## config.mk

```make
export PLATFORM = sky130hd
export DESIGN_NAME = y86_alu
export DESIGN_NICKNAME = d
export VERILOG_FILES = /design/src/rtl/y86_alu_pkg.sv /design/src/rtl/y86_cond_eval.sv /design/src/rtl/y86_alu.sv
export SDC_FILE = /design/constraint.sdc
export NUM_CORES = 1
export LEC_CHECK = 0
export CAP_MARGIN = 20
export CORE_ASPECT_RATIO = 1.1
export CORE_UTILIZATION = 40
export CTS_CLUSTER_SIZE = 16
export DETAILED_ROUTE_END_ITERATION = 10
export PLACE_DENSITY = 0.68
export SLEW_MARGIN = 20
export SYNTH_ARGS = -nofsm -noshare
export SYNTH_HDL_FRONTEND = slang
export SYNTH_HIERARCHICAL = 1
export SYNTH_SLANG_ARGS = --single-unit
```

## constraint.sdc

```tcl
create_clock -name clock -period 8.5 [get_ports clock]
set_clock_uncertainty 0.1 [all_clocks]
set_input_delay 1.7 -clock clock [delete_from_list [all_inputs] [get_ports clock]]
set_output_delay 1.7 -clock clock [all_outputs]
set_load 0.005 [all_outputs]
```

## src/rtl/y86_alu_pkg.sv

```systemverilog
// Shared constants for the Y86-64 execute-stage ALU: op encodings, flag indices,
// condition function codes and the condition-code reset value.
package y86_alu_pkg;

  localparam int ALU_WIDTH = 64;

  localparam logic [1:0] ALU_ADD = 2'b00;
  localparam logic [1:0] ALU_SUB = 2'b01;
  localparam logic [1:0] ALU_AND = 2'b10;
  localparam logic [1:0] ALU_XOR = 2'b11;

  localparam int CC_ZF = 2;
  localparam int CC_SF = 1;
  localparam int CC_OF = 0;

  localparam logic [3:0] C_ALWAYS = 4'd0;
  localparam logic [3:0] C_LE     = 4'd1;
  localparam logic [3:0] C_L      = 4'd2;
  localparam logic [3:0] C_E      = 4'd3;
  localparam logic [3:0] C_NE     = 4'd4;
  localparam logic [3:0] C_GE     = 4'd5;
  localparam logic [3:0] C_G      = 4'd6;

  localparam logic [2:0] CC_RESET = 3'b100;

  // Signed "less than" as seen by the flags: sign disagrees with overflow.
  function automatic logic cc_lt(input logic [2:0] cc);
    return cc[CC_SF] ^ cc[CC_OF];
  endfunction

endpackage

```

## src/rtl/y86_cond_eval.sv

```systemverilog
// Evaluates a jXX/cmovXX condition function against the registered condition codes.
module y86_cond_eval
  import y86_alu_pkg::*;
(
  input  logic [2:0] cc,
  input  logic [3:0] fun,
  output logic       cnd
);

  logic w_zf;
  logic w_lt;

  assign w_zf = cc[CC_ZF];
  assign w_lt = cc_lt(cc);

  always_comb begin
    cnd = 1'b0;
    case (fun)
      C_ALWAYS: cnd = 1'b1;
      C_LE:     cnd = w_lt | w_zf;
      C_L:      cnd = w_lt;
      C_E:      cnd = w_zf;
      C_NE:     cnd = ~w_zf;
      C_GE:     cnd = ~w_lt;
      C_G:      cnd = ~w_lt & ~w_zf;
      default:  cnd = 1'b0;
    endcase
  end

endmodule

```

## src/rtl/y86_alu.sv

```systemverilog
// Y86-64 execute-stage ALU with architectural condition-code register.
// Optional Y86_ALU_COND_EVAL_EN adds the fun input and cnd output (condition evaluation on cc).
module y86_alu
  import y86_alu_pkg::*;
#(
  parameter int WIDTH = ALU_WIDTH
) (
  input  logic             clock,
  input  logic             reset_n,
  input  logic [WIDTH-1:0] a,
  input  logic [WIDTH-1:0] b,
  input  logic [1:0]       ctrl,
  input  logic             set_cc,
  output logic [WIDTH-1:0] result,
  output logic [2:0]       cond,
  output logic [2:0]       cc
`ifdef Y86_ALU_COND_EVAL_EN
  ,
  input  logic [3:0]       fun,
  output logic             cnd
`endif
);

  // No handshake: result/cond follow a/b/ctrl combinationally; cc loads cond
  // on a rising edge only when set_cc is high and reset_n is released.

  logic [WIDTH-1:0] w_sum;
  logic [WIDTH-1:0] w_diff;
  logic [WIDTH-1:0] w_result;
  logic             w_a_msb;
  logic             w_b_msb;
  logic             w_r_msb;
  logic             w_of;
  logic [2:0]       r_cc;

  assign w_sum  = a + b;
  assign w_diff = a - b;

  always_comb begin
    w_result = w_sum;
    case (ctrl)
      ALU_ADD: w_result = w_sum;
      ALU_SUB: w_result = w_diff;
      ALU_AND: w_result = a & b;
      ALU_XOR: w_result = a ^ b;
      default: w_result = w_sum;
    endcase
  end

  assign w_a_msb = a[WIDTH-1];
  assign w_b_msb = b[WIDTH-1];
  assign w_r_msb = w_result[WIDTH-1];

  // Overflow only when the result sign departs from a's sign under a
  // sign relationship of the operands that makes that impossible otherwise.
  always_comb begin
    w_of = 1'b0;
    case (ctrl)
      ALU_ADD: w_of = (w_a_msb == w_b_msb) && (w_r_msb != w_a_msb);
      ALU_SUB: w_of = (w_a_msb != w_b_msb) && (w_r_msb != w_a_msb);
      default: w_of = 1'b0;
    endcase
  end

  always_comb begin
    cond        = 3'b000;
    cond[CC_ZF] = (w_result == '0);
    cond[CC_SF] = w_r_msb;
    cond[CC_OF] = w_of;
  end

  always_ff @(posedge clock or negedge reset_n) begin
    if (!reset_n) begin
      r_cc <= CC_RESET;
    end else if (set_cc) begin
      r_cc <= cond;
    end
  end

  assign result = w_result;
  assign cc     = r_cc;

`ifdef Y86_ALU_COND_EVAL_EN
  y86_cond_eval u_cond_eval (
    .cc  (r_cc),
    .fun (fun),
    .cnd (cnd)
  );
`endif

endmodule

```

* Word level (Yosys, flattened, before mapping)
Index checks and enable logic that the tools add are counted.
** Word-level totals
- Bits in registers :: 3
- Input port bits :: 133
- Output and inout bits :: 70
- Word-level logic and storage cells :: 17
** Operators by class
- Add/subtract/negate cells :: 2
- Equal/unequal tests :: 6
- Muxes and demuxes :: 2
- Bitwise logic cells :: 2
- Reductions and logical operators :: 4
** Operators by type and width (count)
- case mux 64 bit (4 select lines) :: 1
- adder 64 bit :: 1
- AND 64 bit :: 1
- zero test 64 bit :: 1
- subtractor 64 bit :: 1
- bitwise XOR 64 bit :: 1
- == test 2 bit, second input constant :: 2
- == test 2 x 1 -> 1 bit, second input constant :: 1
- logical AND 1 bit :: 2
- zero test 2 bit :: 1
- inequality test 1 bit :: 2
- case mux 1 bit (2 select lines) :: 1
- == test 1 bit :: 1

* Longest topological paths before layout
- Depth after elaboration :: 5
- Depth in mapped cells :: 24
- Depth with buffers taken out :: 23

* Worst setup path after synthesis
OpenSTA, ideal clock, no wires.
- Kind :: input port to output port
- Start point :: input ctrl[0]
- End point :: output cond[2]
- Arrival time :: 7.067 ns
- Data required time :: 6.700 ns
- Path slack :: -0.367 ns
- Stages :: 22
- Path buffers :: 7
- Cell sequence :: buf_2 -> buf_2 -> buf_1 -> buf_2 -> buf_1 -> buf_1 -> nand2_1 -> clkbuf_1 -> o21ai_0 -> inv_1 -> ha_1 -> nor2b_1 -> o2111a_1 -> o21ai_1 -> a211oi_2 -> o211ai_1 -> a211o_1 -> nand4b_1 -> or4_1 -> or4_1 -> nor4_2 -> and4_1
** Between the ends
- Word-level cells in the longest chain between the ends :: 3
- Elaborated cells on any way between the ends :: 6
- Those cells by class :: eq/ne (3); mux (1); reduce/logical (2)
** RTL lines
- from (decl) :: line y86_alu.sv:12 : input logic [1:0] ctrl,
- == test 2 bit, or another cell as far along :: line y86_alu.sv:41 : case (ctrl)
- case mux 64 bit (4 select lines) * :: line y86_alu.sv:41
- named net result[61] :: line y86_alu.sv:14 : output logic [WIDTH-1:0] result,
- zero test 64 bit * :: line y86_alu.sv:67 : cond[CC_ZF] = (w_result == '0);
- to (decl) :: line y86_alu.sv:15 : output logic [2:0] cond,
The timed path passes the listed nets; every way through them passes the cells marked *.

* Worst setup path after layout
- Start point :: input b[22]
- End point :: output cond[2]
** Between the ends
- Word-level cells in the longest chain between the ends :: 3
- Elaborated cells on any way between the ends :: 6
- Those cells by class :: add/sub (2); mux (1); bitwise (2); reduce/logical (1)
** RTL lines
- from (decl) :: line y86_alu.sv:11 : input logic [WIDTH-1:0] b,
- subtractor 64 bit, or another cell as far along :: line y86_alu.sv:37 : assign w_diff = a - b;
- case mux 64 bit (4 select lines) * :: line y86_alu.sv:41
- zero test 64 bit * :: line y86_alu.sv:67
Every way passes the cells marked *; elsewhere a longest branch is shown, timed or not.

==> flow_summary.ini <==
[synth]
synth_most_common_cell = nand2_1
yosys_warnings = 6
synth-edff-count = 0
synthFlopType = dfrtp_1
yosysTopAreaCellShare = 0.179
yosysSeqAreaShare = 0.00853
yosys.area.top_type = ha_1
async_flop_share = 1.00
yosys-top-cells-count = 130 x nand2_1, 128 x ha_1, 118 x a21oi_1
synth.cell_area_um2 = 8950
ys_types = 86
synth.avg_cell_area_um2 = 6.76
synth_fp_nets = 1586
netlist_instances = 1324
synth_seq_cells = 3
synth_area_leaders = ha_1 18%, a21oi_1 6.6%, o21ai_0 5.8%

[floorplan]
num_rows = 57
start_util = 0.406
die_w_um = 145
core-area_um2 = 22000
dieArea_um2 = 23000
ios = 203
dieHeight_um = 159

[worst_setup_path]
cpMaxStageDelayCell = or4_4
cpMostUsedCell = buf_4
path_class = in2out
slowest_delay_ns = 0.62
end_kind = primary output
crit_buf_inv = 5
cp_max_fo = 6
arrival_ns = 7.10
start_kind = input pin
path_cells = dlygate4sd2_1 -> or4_4 -> nor4_2 -> buf_4 -> buf_4 -> nand4_4 -> o41ai_4 -> xor2_1 -> ha_1 -> nand4_1 -> or2_2 -> a2111o_1 -> a31oi_1 -> o31ai_1 -> or4_4 -> nor4_2 -> buf_4 -> nand4_1 -> nor4_4 -> and4_1 -> buf_2
crit_required_ns = 6.70
cp_top_family = simple AND/OR/NAND/NOR gates

[cells_and_area]
largest_reg_flops = 3
fin_util = 0.704
seq_area_um2 = 76.3
multiInputGateArea_um2 = 8930
layoutNonFillerInstCount = 2258
num_antenna_cells = 0
nNetsFinal = 2226
layout-drive-gt1-share = 0.348
area_delta_synth_final_pct = 73.3
fill_cells = 1914

[detailed_routing]
drc = 0
ant_nets = 0
vias = 13362
dr.pass1.iters = 6
drt_iter0_markers = 994
finalWirelength_um = 46100
wire_per_inst_um = 20.4
viasPerCell = 5.92

[placed_design]
dp_hpwl_um = 38400
placed_cells = 2229
port_buffers = 202
place.gp.congestion = 1.07
dp_slack_ns = -1.54

[timing]
hold_ws_ns = 0.389
rsz0062_at_grt = yes
finalHoldViolations = 0
fin_setup_tns_ns = -0.818
slew_violations = 0
setup_viol = 4
setup_slack_ns = -0.399
slew_headroom = 0.434
finalCritPeriodShare = 1.05
tightest_slew_ns = 0.849
min_period_ns = 8.90
max_freq_mhz = 112

[clocking]
cts_hold_buffers = 0
clockRootBuffer = clkbuf_16
cts_buffers = 3
cts_buffer_depth = 2
cts_tree = built
clkSinkCount = 3
cts_max_level = 1
clkTransAtPathRegs_ns = 0.03
clk_latency_ns = 0.23

[global_route]
grt_max_degree = 70
overflow = 0
grt_usage = 0.392
antenna_found_initial = 1
grt_pass1_vias = 13175
grt_pass1_wl_um = 69700

[worst_hold_path]
min-delay-path-class = reg2reg

[power_and_ir_drop]
cellLeakagePower_nw = 7.03
ir_drop_mv = 0.0554
powerDensity_nw_per_um2 = 107

[outcome]
violations = negative setup slack
status = complete, but fails checks

[run]
cap_violations = 0
## repair_timing
action | 4_1_cts | 5_1_grt
setup buffers | 19 | 13
endpoints found under the setup margin | 35 | 29
pin swaps | 24 | 34
gates resized for setup | 111 | 98
## report_power, final
group          internal, mW  leakage, nW  total, mW  switching, mW
combinational         0.811         6.96       1.57          0.762
sequential           0.0163       0.0360     0.0170       0.000781
clock                0.0620       0.0382     0.0761         0.0141
## through the flow
| step | instance area (um^2) | power [mW] |
|---|---|---|
| 2_1_floorplan | 9010 | 0.640 |
| 3_3_place_gp | 14700 | 1.45 |
| 3_5_place_dp | 14700 | 1.47 |
| 4_1_cts | 15100 | 1.60 |
| 5_1_grt | 15500 | 1.77 |
| 6_report | 15500 | 1.67 |
## per-layer routing
layer	vias to the layer above	wire length [um]	GRT usage
met3	194	3300	0.0594
met1	6160	17900	0.457
met2	672	21300	0.657
met5	-	12	0
met4	2	3540	0.249
li1	6334	-	-
## area by class of cell
type                            count  area share
Multi-Input combinational cell   1209       0.576
Tap cell                          295      0.0238
Clock buffer                        4     0.00508
Inverter                           29     0.00710
Sequential cell                     3     0.00492
Timing Repair Buffer              718       0.383
## logic make-up after synthesis
| kind of cell | share of synthesized area |
|---|---|
| compound gates | 0.324 |
| xor+xnor | 0.0869 |
| fa+ha+maj | 0.181 |
| buf+inv | 0.0526 |
| flops | 0.00853 |
| mux | 0.0684 |
| simple gates | 0.278 |
## worst paths after layout
| check | start | end | slack [ns] | depth (start not counted) |
|---|---|---|---|---|
| max | b[22] | cond[2] | -0.40 | 21 |
| min | cc[0]$_DFFE_PN0P_ | cc[0]$_DFFE_PN0P_ | 0.39 | 1 |
| max reg2reg | cc[2]$_DFFE_PN1P_ | cc[2]$_DFFE_PN1P_ | 7.56 | 2 |
| min reg2reg | cc[0]$_DFFE_PN0P_ | cc[0]$_DFFE_PN0P_ | 0.39 | 1 |
| max in group asynchronous | reset_n | cc[2]$_DFFE_PN1P_ | 6.52 | 1 |
| min in group asynchronous | reset_n | cc[0]$_DFFE_PN0P_ | 1.56 | 1 |
## layout by cell type (no fill, tap or decap), types with 6 or more instances in the layout
master / count
clkdlybuf4s50_1: 175
o31ai_1: 16
nor3_2: 7
o21a_1: 20
nand4_1: 40
o21ai_1: 18
xor2_1: 44
buf_6: 13
nand3_1: 21
a21boi_0: 8
and3_1: 11
dlymetal6s2s_1: 7
ha_1: 123
xnor2_1: 43
o21ai_2: 13
a21oi_2: 20
buf_4: 507
mux2i_1: 42
inv_1: 27
nor3_1: 32
o21ai_0: 80
nor2b_1: 14
nor2_1: 107
or4_4: 8
a211oi_1: 10
o211ai_1: 33
or3_1: 13
a31oi_1: 15
and2_1: 7
buf_2: 6
a31o_2: 6
a21o_1: 15
a21oi_1: 102
nand2_1: 124
nand2b_1: 22
nor4_1: 14
mux2_2: 16
No activity file was read; power rests on OpenSTA's default activity.
